`config.mk`:
```
export PLATFORM = sky130hd
export DESIGN_NAME = multicycle_control_flat
export DESIGN_NICKNAME = d
export VERILOG_FILES = /design/src/rtl/control_pkg.sv /design/src/rtl/multicycle_control_if.sv /design/src/rtl/control_decode.sv /design/src/rtl/multicycle_control.sv /design/src/flat_wrapper.sv
export SDC_FILE = /design/constraint.sdc
export NUM_CORES = 1
export LEC_CHECK = 0
export BUFFER_PORTS_ARGS = -buffer_cell sky130_fd_sc_hd__buf_2
export CAP_MARGIN = 5
export CORE_ASPECT_RATIO = 0.7
export CORE_UTILIZATION = 45
export CTS_CLUSTER_SIZE = 10
export DETAILED_ROUTE_END_ITERATION = 8
export GPL_ROUTABILITY_DRIVEN = 0
export MAX_ROUTING_LAYER = met4
export PLACE_DENSITY = 0.91
export SLEW_MARGIN = 10
export SYNTH_ARGS = -nofsm -noshare
export SYNTH_HDL_FRONTEND = slang
export SYNTH_HIERARCHICAL = 1
export SYNTH_SLANG_ARGS = --single-unit
```
`constraint.sdc`:
```
create_clock -name CLK -period 2.7 [get_ports CLK]
set_input_delay 0.135 -clock CLK [delete_from_list [all_inputs] [get_ports CLK]]
set_output_delay 0.135 -clock CLK [all_outputs]
set_load 0.02 [all_outputs]
```
`src/rtl/control_pkg.sv`:
```
// Encodings shared by the multicycle CPU control FSM and its decoder.
// Opcode, state and mux-select constants live here.
package control_pkg;

  typedef enum logic [4:0] {
    FETCH    = 5'd0,
    DECODE   = 5'd1,
    R_EXEC   = 5'd2,
    R_WB     = 5'd3,
    IMM_EXEC = 5'd4,
    IMM_WB   = 5'd5,
    MEM_ADDR = 5'd6,
    LW_READ  = 5'd7,
    LW_WB    = 5'd8,
    SW_WRITE = 5'd9,
    BEQ      = 5'd10,
    BNE      = 5'd11,
    JUMP     = 5'd12,
    JAL      = 5'd13,
    JR       = 5'd14,
    LUI_WB   = 5'd15,
    RETI     = 5'd16,
    INT_SAVE = 5'd17
  } state_t;

  typedef enum logic [3:0] {
    OP_R    = 4'd0,
    OP_ADDI = 4'd1,
    OP_ANDI = 4'd2,
    OP_ORI  = 4'd3,
    OP_SLTI = 4'd4,
    OP_LW   = 4'd5,
    OP_SW   = 4'd6,
    OP_BEQ  = 4'd7,
    OP_BNE  = 4'd8,
    OP_J    = 4'd9,
    OP_JAL  = 4'd10,
    OP_JR   = 4'd11,
    OP_LUI  = 4'd12,
    OP_RETI = 4'd13
  } opcode_t;

  localparam logic [3:0] ALU_ADD = 4'd0;
  localparam logic [3:0] ALU_SUB = 4'd1;
  localparam logic [3:0] ALU_AND = 4'd2;
  localparam logic [3:0] ALU_OR  = 4'd3;
  localparam logic [3:0] ALU_SLT = 4'd4;

  localparam logic [1:0] SRCB_REGB = 2'd0;
  localparam logic [1:0] SRCB_TWO  = 2'd1;
  localparam logic [1:0] SRCB_IMM  = 2'd2;
  localparam logic [1:0] SRCB_IMM2 = 2'd3;

  localparam logic [2:0] IORD_PC  = 3'd0;
  localparam logic [2:0] IORD_ALU = 3'd1;

  localparam logic [2:0] PC_ALU    = 3'd0;
  localparam logic [2:0] PC_ALUOUT = 3'd1;
  localparam logic [2:0] PC_JUMP   = 3'd2;
  localparam logic [2:0] PC_REGA   = 3'd3;
  localparam logic [2:0] PC_EPC    = 3'd4;
  localparam logic [2:0] PC_VEC    = 3'd5;

  localparam logic [1:0] WD_ALUOUT = 2'd0;
  localparam logic [1:0] WD_MDR    = 2'd1;
  localparam logic [1:0] WD_PC     = 2'd2;
  localparam logic [1:0] WD_UIMM   = 2'd3;

  localparam logic [1:0] WA_RD  = 2'd0;
  localparam logic [1:0] WA_RT  = 2'd1;
  localparam logic [1:0] WA_R15 = 2'd2;

  typedef struct packed {
    logic [3:0] aluOp;
    logic       aluSrcA;
    logic [1:0] aluSrcB;
    logic       signExt;
    logic [2:0] iorD;
    logic       memRead;
    logic       memWrite;
    logic       iRegWrite;
    logic       gRegWrite;
    logic       pcWrite;
    logic       pcWriteBeq;
    logic       pcWriteBne;
    logic       epcWrite;
    logic [2:0] pcData;
    logic [1:0] writeData;
    logic [1:0] writeAddr;
    logic [1:0] memWriteData;
    logic       clr;
  } ctrl_t;

endpackage

```
`src/rtl/multicycle_control_if.sv`:
```
// Control-to-datapath bundle: IR fields and interrupt status in,
// state and every mux select / write enable out.
interface multicycle_control_if;
  logic [3:0] Opcode;
  logic [3:0] Functioncode;
  logic       InterruptIn;
  logic       InterruptHandler;
  logic [4:0] current_state;
  logic [4:0] next_state;
  logic [3:0] ALUOp;
  logic       ALUSrcA;
  logic [1:0] ALUSrcB;
  logic       SignExt;
  logic [2:0] IorD;
  logic       MemRead;
  logic       MemWrite;
  logic       IRegWrite;
  logic       GRegWrite;
  logic       PCWrite;
  logic       PCWriteBeq;
  logic       PCWriteBne;
  logic       EPCWrite;
  logic [2:0] PCData;
  logic [1:0] WriteData;
  logic [1:0] WriteAddr;
  logic [1:0] MemWriteData;
  logic       CLR;

  modport master (
    input  Opcode, Functioncode,
    input  InterruptIn, InterruptHandler,
    output current_state, next_state,
    output ALUOp, ALUSrcA, ALUSrcB, SignExt,
    output IorD, MemRead, MemWrite,
    output IRegWrite, GRegWrite,
    output PCWrite, PCWriteBeq, PCWriteBne,
    output EPCWrite, PCData, WriteData,
    output WriteAddr, MemWriteData, CLR
  );

  modport slave (
    output Opcode, Functioncode,
    output InterruptIn, InterruptHandler,
    input  current_state, next_state,
    input  ALUOp, ALUSrcA, ALUSrcB, SignExt,
    input  IorD, MemRead, MemWrite,
    input  IRegWrite, GRegWrite,
    input  PCWrite, PCWriteBeq, PCWriteBne,
    input  EPCWrite, PCData, WriteData,
    input  WriteAddr, MemWriteData, CLR
  );
endinterface

```
`src/rtl/control_decode.sv`:
```
// State/opcode to control-word decoder for the multicycle CPU.
// INTERRUPT_EN enables the EPCWrite/CLR outputs of INT_SAVE.
module control_decode
  import control_pkg::*;
(
  input  state_t     state,
  input  logic [3:0] opcode,
  input  logic [3:0] funct,
  output ctrl_t      cw
);

  logic logicOp;
  assign logicOp = (opcode == OP_ANDI) ||
                   (opcode == OP_ORI);

  always_comb begin
    cw = '0;
    unique case (1'b1)
      (state == FETCH): begin
        cw.memRead   = 1'b1;
        cw.iorD      = IORD_PC;
        cw.iRegWrite = 1'b1;
        cw.aluSrcB   = SRCB_TWO;
        cw.aluOp     = ALU_ADD;
        cw.pcWrite   = 1'b1;
        cw.pcData    = PC_ALU;
      end
      (state == DECODE): begin
        cw.aluSrcB = SRCB_IMM2;
        cw.signExt = 1'b1;
      end
      (state == R_EXEC): begin
        cw.aluSrcA = 1'b1;
        cw.aluOp   = funct;
      end
      (state == IMM_EXEC): begin
        cw.aluSrcA = 1'b1;
        cw.aluSrcB = SRCB_IMM;
        cw.signExt = !logicOp;
        if (opcode == OP_ANDI)
          cw.aluOp = ALU_AND;
        else if (opcode == OP_ORI)
          cw.aluOp = ALU_OR;
        else if (opcode == OP_SLTI)
          cw.aluOp = ALU_SLT;
      end
      (state == MEM_ADDR): begin
        cw.aluSrcA = 1'b1;
        cw.aluSrcB = SRCB_IMM;
        cw.signExt = 1'b1;
      end
      (state == R_WB): begin
        cw.gRegWrite = 1'b1;
        cw.writeAddr = WA_RD;
      end
      (state == IMM_WB): begin
        cw.gRegWrite = 1'b1;
        cw.writeAddr = WA_RT;
      end
      (state == LW_READ): begin
        cw.memRead = 1'b1;
        cw.iorD    = IORD_ALU;
      end
      (state == LW_WB): begin
        cw.gRegWrite = 1'b1;
        cw.writeData = WD_MDR;
        cw.writeAddr = WA_RT;
      end
      (state == SW_WRITE): begin
        cw.memWrite = 1'b1;
        cw.iorD     = IORD_ALU;
      end
      (state == BEQ): begin
        cw.aluSrcA    = 1'b1;
        cw.aluOp      = ALU_SUB;
        cw.pcData     = PC_ALUOUT;
        cw.pcWriteBeq = 1'b1;
      end
      (state == BNE): begin
        cw.aluSrcA    = 1'b1;
        cw.aluOp      = ALU_SUB;
        cw.pcData     = PC_ALUOUT;
        cw.pcWriteBne = 1'b1;
      end
      (state == JUMP): begin
        cw.pcWrite = 1'b1;
        cw.pcData  = PC_JUMP;
      end
      (state == JAL): begin
        // link and jump share the cycle; regfile still sees old PC
        cw.gRegWrite = 1'b1;
        cw.writeData = WD_PC;
        cw.writeAddr = WA_R15;
        cw.pcWrite   = 1'b1;
        cw.pcData    = PC_JUMP;
      end
      (state == JR): begin
        cw.pcWrite = 1'b1;
        cw.pcData  = PC_REGA;
      end
      (state == LUI_WB): begin
        cw.gRegWrite = 1'b1;
        cw.writeData = WD_UIMM;
        cw.writeAddr = WA_RT;
      end
      (state == RETI): begin
        cw.pcWrite = 1'b1;
        cw.pcData  = PC_EPC;
      end
      (state == INT_SAVE): begin
        cw.pcWrite = 1'b1;
        cw.pcData  = PC_VEC;
`ifdef INTERRUPT_EN
        cw.epcWrite = 1'b1;
        cw.clr      = 1'b1;
`endif
      end
      default: ;
    endcase
  end

endmodule

```
`src/rtl/multicycle_control.sv`:
```
// Main control FSM of the 16-bit multicycle CPU.
// Define INTERRUPT_EN to allow interrupt entry between instructions.
module multicycle_control
  import control_pkg::*;
(
  input logic CLK,
  input logic RST,
  multicycle_control_if.master bus
);

  state_t state;
  state_t nextState;
  state_t finalNext;
  ctrl_t  cw;
  ctrl_t  cwOut;
  logic   intTake;

`ifdef INTERRUPT_EN
  assign intTake = bus.InterruptIn &&
                   !bus.InterruptHandler;
`else
  logic unusedInt;
  assign unusedInt = bus.InterruptIn ^
                     bus.InterruptHandler;
  assign intTake = 1'b0;
`endif

  assign finalNext = intTake ? INT_SAVE : FETCH;

  always_ff @(posedge CLK or posedge RST) begin
    if (RST) state <= FETCH;
    else     state <= nextState;
  end

  always_comb begin
    nextState = FETCH;
    case (state)
      FETCH:  nextState = DECODE;
      DECODE: begin
        case (bus.Opcode)
          OP_R:    nextState = R_EXEC;
          OP_ADDI,
          OP_ANDI,
          OP_ORI,
          OP_SLTI: nextState = IMM_EXEC;
          OP_LW,
          OP_SW:   nextState = MEM_ADDR;
          OP_BEQ:  nextState = BEQ;
          OP_BNE:  nextState = BNE;
          OP_J:    nextState = JUMP;
          OP_JAL:  nextState = JAL;
          OP_JR:   nextState = JR;
          OP_LUI:  nextState = LUI_WB;
          OP_RETI: nextState = RETI;
          default: nextState = finalNext;
        endcase
      end
      R_EXEC:   nextState = R_WB;
      IMM_EXEC: nextState = IMM_WB;
      MEM_ADDR: nextState =
        (bus.Opcode == OP_LW) ? LW_READ : SW_WRITE;
      LW_READ:  nextState = LW_WB;
      R_WB, IMM_WB, LW_WB, SW_WRITE,
      BEQ, BNE, JUMP, JAL, JR,
      LUI_WB, RETI:
        nextState = finalNext;
      default:  nextState = FETCH;
    endcase
  end

  control_decode u_decode (
    .state  (state),
    .opcode (bus.Opcode),
    .funct  (bus.Functioncode),
    .cw     (cw)
  );

  assign cwOut = RST ? '0 : cw;

  assign bus.current_state = state;
  assign bus.next_state    = RST ? FETCH : nextState;
  assign bus.ALUOp         = cwOut.aluOp;
  assign bus.ALUSrcA       = cwOut.aluSrcA;
  assign bus.ALUSrcB       = cwOut.aluSrcB;
  assign bus.SignExt       = cwOut.signExt;
  assign bus.IorD          = cwOut.iorD;
  assign bus.MemRead       = cwOut.memRead;
  assign bus.MemWrite      = cwOut.memWrite;
  assign bus.IRegWrite     = cwOut.iRegWrite;
  assign bus.GRegWrite     = cwOut.gRegWrite;
  assign bus.PCWrite       = cwOut.pcWrite;
  assign bus.PCWriteBeq    = cwOut.pcWriteBeq;
  assign bus.PCWriteBne    = cwOut.pcWriteBne;
  assign bus.EPCWrite      = cwOut.epcWrite;
  assign bus.PCData        = cwOut.pcData;
  assign bus.WriteData     = cwOut.writeData;
  assign bus.WriteAddr     = cwOut.writeAddr;
  assign bus.MemWriteData  = cwOut.memWriteData;
  assign bus.CLR           = cwOut.clr;

endmodule

```
`src/flat_wrapper.sv`:
```
// flat-port wrapper written by rule: the top's interface ports become plain ports
module multicycle_control_flat import control_pkg::*;
  (CLK, RST, bus_Opcode, bus_Functioncode, bus_InterruptIn, bus_InterruptHandler, bus_current_state, bus_next_state, bus_ALUOp, bus_ALUSrcA, bus_ALUSrcB, bus_SignExt, bus_IorD, bus_MemRead, bus_MemWrite, bus_IRegWrite, bus_GRegWrite, bus_PCWrite, bus_PCWriteBeq, bus_PCWriteBne, bus_EPCWrite, bus_PCData, bus_WriteData, bus_WriteAddr, bus_MemWriteData, bus_CLR);
  multicycle_control_if bus_i ();
  input logic CLK;
  input logic RST;
  input wire logic [$bits(bus_i.Opcode)-1:0] bus_Opcode;
  input wire logic [$bits(bus_i.Functioncode)-1:0] bus_Functioncode;
  input wire logic [$bits(bus_i.InterruptIn)-1:0] bus_InterruptIn;
  input wire logic [$bits(bus_i.InterruptHandler)-1:0] bus_InterruptHandler;
  output wire logic [$bits(bus_i.current_state)-1:0] bus_current_state;
  output wire logic [$bits(bus_i.next_state)-1:0] bus_next_state;
  output wire logic [$bits(bus_i.ALUOp)-1:0] bus_ALUOp;
  output wire logic [$bits(bus_i.ALUSrcA)-1:0] bus_ALUSrcA;
  output wire logic [$bits(bus_i.ALUSrcB)-1:0] bus_ALUSrcB;
  output wire logic [$bits(bus_i.SignExt)-1:0] bus_SignExt;
  output wire logic [$bits(bus_i.IorD)-1:0] bus_IorD;
  output wire logic [$bits(bus_i.MemRead)-1:0] bus_MemRead;
  output wire logic [$bits(bus_i.MemWrite)-1:0] bus_MemWrite;
  output wire logic [$bits(bus_i.IRegWrite)-1:0] bus_IRegWrite;
  output wire logic [$bits(bus_i.GRegWrite)-1:0] bus_GRegWrite;
  output wire logic [$bits(bus_i.PCWrite)-1:0] bus_PCWrite;
  output wire logic [$bits(bus_i.PCWriteBeq)-1:0] bus_PCWriteBeq;
  output wire logic [$bits(bus_i.PCWriteBne)-1:0] bus_PCWriteBne;
  output wire logic [$bits(bus_i.EPCWrite)-1:0] bus_EPCWrite;
  output wire logic [$bits(bus_i.PCData)-1:0] bus_PCData;
  output wire logic [$bits(bus_i.WriteData)-1:0] bus_WriteData;
  output wire logic [$bits(bus_i.WriteAddr)-1:0] bus_WriteAddr;
  output wire logic [$bits(bus_i.MemWriteData)-1:0] bus_MemWriteData;
  output wire logic [$bits(bus_i.CLR)-1:0] bus_CLR;
  assign bus_i.Opcode = bus_Opcode;
  assign bus_i.Functioncode = bus_Functioncode;
  assign bus_i.InterruptIn = bus_InterruptIn;
  assign bus_i.InterruptHandler = bus_InterruptHandler;
  assign bus_current_state = bus_i.current_state;
  assign bus_next_state = bus_i.next_state;
  assign bus_ALUOp = bus_i.ALUOp;
  assign bus_ALUSrcA = bus_i.ALUSrcA;
  assign bus_ALUSrcB = bus_i.ALUSrcB;
  assign bus_SignExt = bus_i.SignExt;
  assign bus_IorD = bus_i.IorD;
  assign bus_MemRead = bus_i.MemRead;
  assign bus_MemWrite = bus_i.MemWrite;
  assign bus_IRegWrite = bus_i.IRegWrite;
  assign bus_GRegWrite = bus_i.GRegWrite;
  assign bus_PCWrite = bus_i.PCWrite;
  assign bus_PCWriteBeq = bus_i.PCWriteBeq;
  assign bus_PCWriteBne = bus_i.PCWriteBne;
  assign bus_EPCWrite = bus_i.EPCWrite;
  assign bus_PCData = bus_i.PCData;
  assign bus_WriteData = bus_i.WriteData;
  assign bus_WriteAddr = bus_i.WriteAddr;
  assign bus_MemWriteData = bus_i.MemWriteData;
  assign bus_CLR = bus_i.CLR;
  multicycle_control u_core (.CLK(CLK), .RST(RST), .bus(bus_i));
endmodule
```
==> results.toml <==
[placement]
place_hpwl_microns = 1800
dp_slack_ns = 0.724
placed_cell_area_sq_mm = 0.00122
place_inst = 214
port_buffers = 42

[worst_setup_path]
end_kind = "output port"
crit_path_start_kind = "flip-flop"
worst_ep_required_time_ns = 2.57
crit_arrival_ns = 2.14
worstPathMaxFanout = 20
rrSetupSlack_ns = 1.10
crit_type = "flip-flop to output port"

[sta]
max_slew_margin = 0.557
slew_violations = 0
fin_crit_ns = 2.27
hold_violations = 0
rsz0062_at_grt = "false"
skew_ns = 0.00229
fin_crit_sh = 0.842
setup_tns_ns = 0
timing.fmax_mhz = 440
finalSetupViolations = 0
holdWs_ns = 0.0908
tightest_slew_ns = 0.665
final.setup.worst_slack_ns = 0.427

[power_and_ir_drop]
max-vdd-ir-drop_mv = 0.281
total_power_mw = 1.02
p_leak_nw = 0.578
power.density_mw_per_mm2 = 821

[job]
drv_cap = 0

[final_layout]
largest_reg_flops = 5
instances_no_fill = 218
final_layout_size_suffix_gt1_frac = 0.290
final_util = 0.577
area_growth_syn_to_layout_pct = 20.0
final_cell_area_sq_mm = 0.00124
nNetsFinal = 199
antenna_cells = 0

[clock_tree]
post_cts_buffers = 0
cts_root_buf = "clkbuf_4"
cts_buffer_depth = 2
postCtsHoldBufs = 0
clkTransAtPathRegs_ns = 0.04
cts_resized = 0
numCtsBuffers = 3
insertion_delay_ns = 0.25
cts_sinks = 5
h-tree-depth = 1
cts_tree = "done"

[run_status]
run_status = "finished, final reports clean"

[logic_synthesis]
ys_types = 47
syn-instance-count = 151
synthArstFlopShare = 1.00
synth_edf_count = 0
synth_ff_type = "dfrtp_1"
synth.avg_cell_area_sq_um = 6.86
syn-cell-area_sq_mm = 0.00104
ys_seq_area_frac = 0.121
ys_ff_latch = 5
ys_warn_count = 6

[route]
wl_microns = 2590
post_drt_wl_per_cell_microns = 11.9
drc = 0
drt_iter0_markers = 40
vias_per_cell = 5.43
dr.pass1.iters = 5
ant_nets = 0
vias = 1184

[die]
pin_count = 51
rows = 14
die-area_sq_mm = 0.00250
start_util = 0.481
die_w_microns = 59.4
dieHeight_microns = 42.1
coreArea_sq_mm = 0.00215

[global_route]
grt_pass1_wl_microns = 3940
track_usage = 0.212
overflow = 0
grt_max_degree = 35
grt_pass1_vias = 870
antenna_found_initial = 0

[worst_hold_path]
hold_class = "primary input to asynchronous set/reset pin"
[worst max-delay path: stages, from the launching register on]
cell,delay (ns)
dfrtp_1,0.67
or3b_1,0.49
nor3_2,0.25
a22o_1,0.18
nor2b_1,0.12
buf_2,0.18
[where the power goes]
part / switching [mW] / total, mW / leakage, nW / internal (mW)
sequential: 0.109 / 0.208 / 0.0652 / 0.0986
combinational: 0.447 / 0.725 / 0.498 / 0.278
clock: 0.0325 / 0.0885 / 0.0150 / 0.0560
total: 0.589 / 1.02 / 0.578 / 0.432
[kinds of logic (layout without fill, tap and decap cells)]
logic type	Yosys count	count (layout)	share of synthesized area
buffers and inverters	20	50	0.103
DFF	5	5	0.121
and+or+nand+nor	93	93	0.543
muxes	1	1	0.0145
AOI/OAI and AO/OA	31	31	0.215
other	1	6	0.00362
[Yosys cell counts (2+ instances only)]
library cell  count  area, sq um
nand3_1           4         20.0
o31ai_1           2         15.0
nor3_1            9         45.0
dfrtp_1           5          125
nor3_2            2         20.0
nand2b_1          5         31.3
buf_2             7         35.0
a21oi_1           6         30.0
nor2_1            9         33.8
buf_4             6         45.0
or4b_1            2         20.0
and2_1            2         12.5
o22ai_1           2         12.5
o21ai_0           5         25.0
nor4_1            4         25.0
nand2_1           8         30.0
nor2b_1          32          200
nand4_1           3         18.8
a21boi_0          2         15.0
o2111ai_1         2         17.5
inv_1             2         7.51
clkbuf_1          4         15.0
nor3b_1           4         30.0
[cell type report]
class                   count  area (sq um)
fillers                   224           911
clock buffers               4          26.3
well taps                  32          40.0
flip-flops and latches      5           125
multi-input cells         131           823
inverters                   3          11.3
repair buffers             43           218
[routing by layer]
metal,GRT usage,up-vias,part of all wire
li1,-,603,-
met1,0.292,535,0.48
met2,0.310,44,0.45
met3,0.0370,2,0.064
met4,0.0714,0,0.0035
met5,-,-,0
[final timing paths]
kind	from	endpoint	cells past startpoint
hold reg to reg	u_core/bus.current_state[2]	u_core/bus.current_state[2]	2
setup / recovery	u_core/bus.current_state[1]	bus_ALUOp[2]	5
max in group asynchronous	RST	u_core/bus.current_state[3]	2
hold / removal	RST	u_core/bus.current_state[2]	2
min in group CLK	bus_Opcode[2]	u_core/bus.current_state[4]	3
setup reg to reg	u_core/bus.current_state[3]	u_core/bus.current_state[1]	3
[layout by cell type (no fill, tap or decap), types with 2 or more instances in the layout]
cell type / count
nor3_1: 9
o21ai_0: 5
o31ai_1: 2
nor2_1: 9
a21oi_1: 6
nand3_1: 4
nor4_1: 4
clkbuf_4: 3
a21boi_0: 2
nand2_1: 8
dfrtp_1: 5
or4b_1: 2
inv_1: 2
o2111ai_1: 2
nor3_2: 2
o22ai_1: 2
buf_2: 42
nor2b_1: 32
nand2b_1: 5
and2_1: 2
conb_1: 6
nor3b_1: 4
nand4_1: 3
Power figures use the tool's default switching activity.
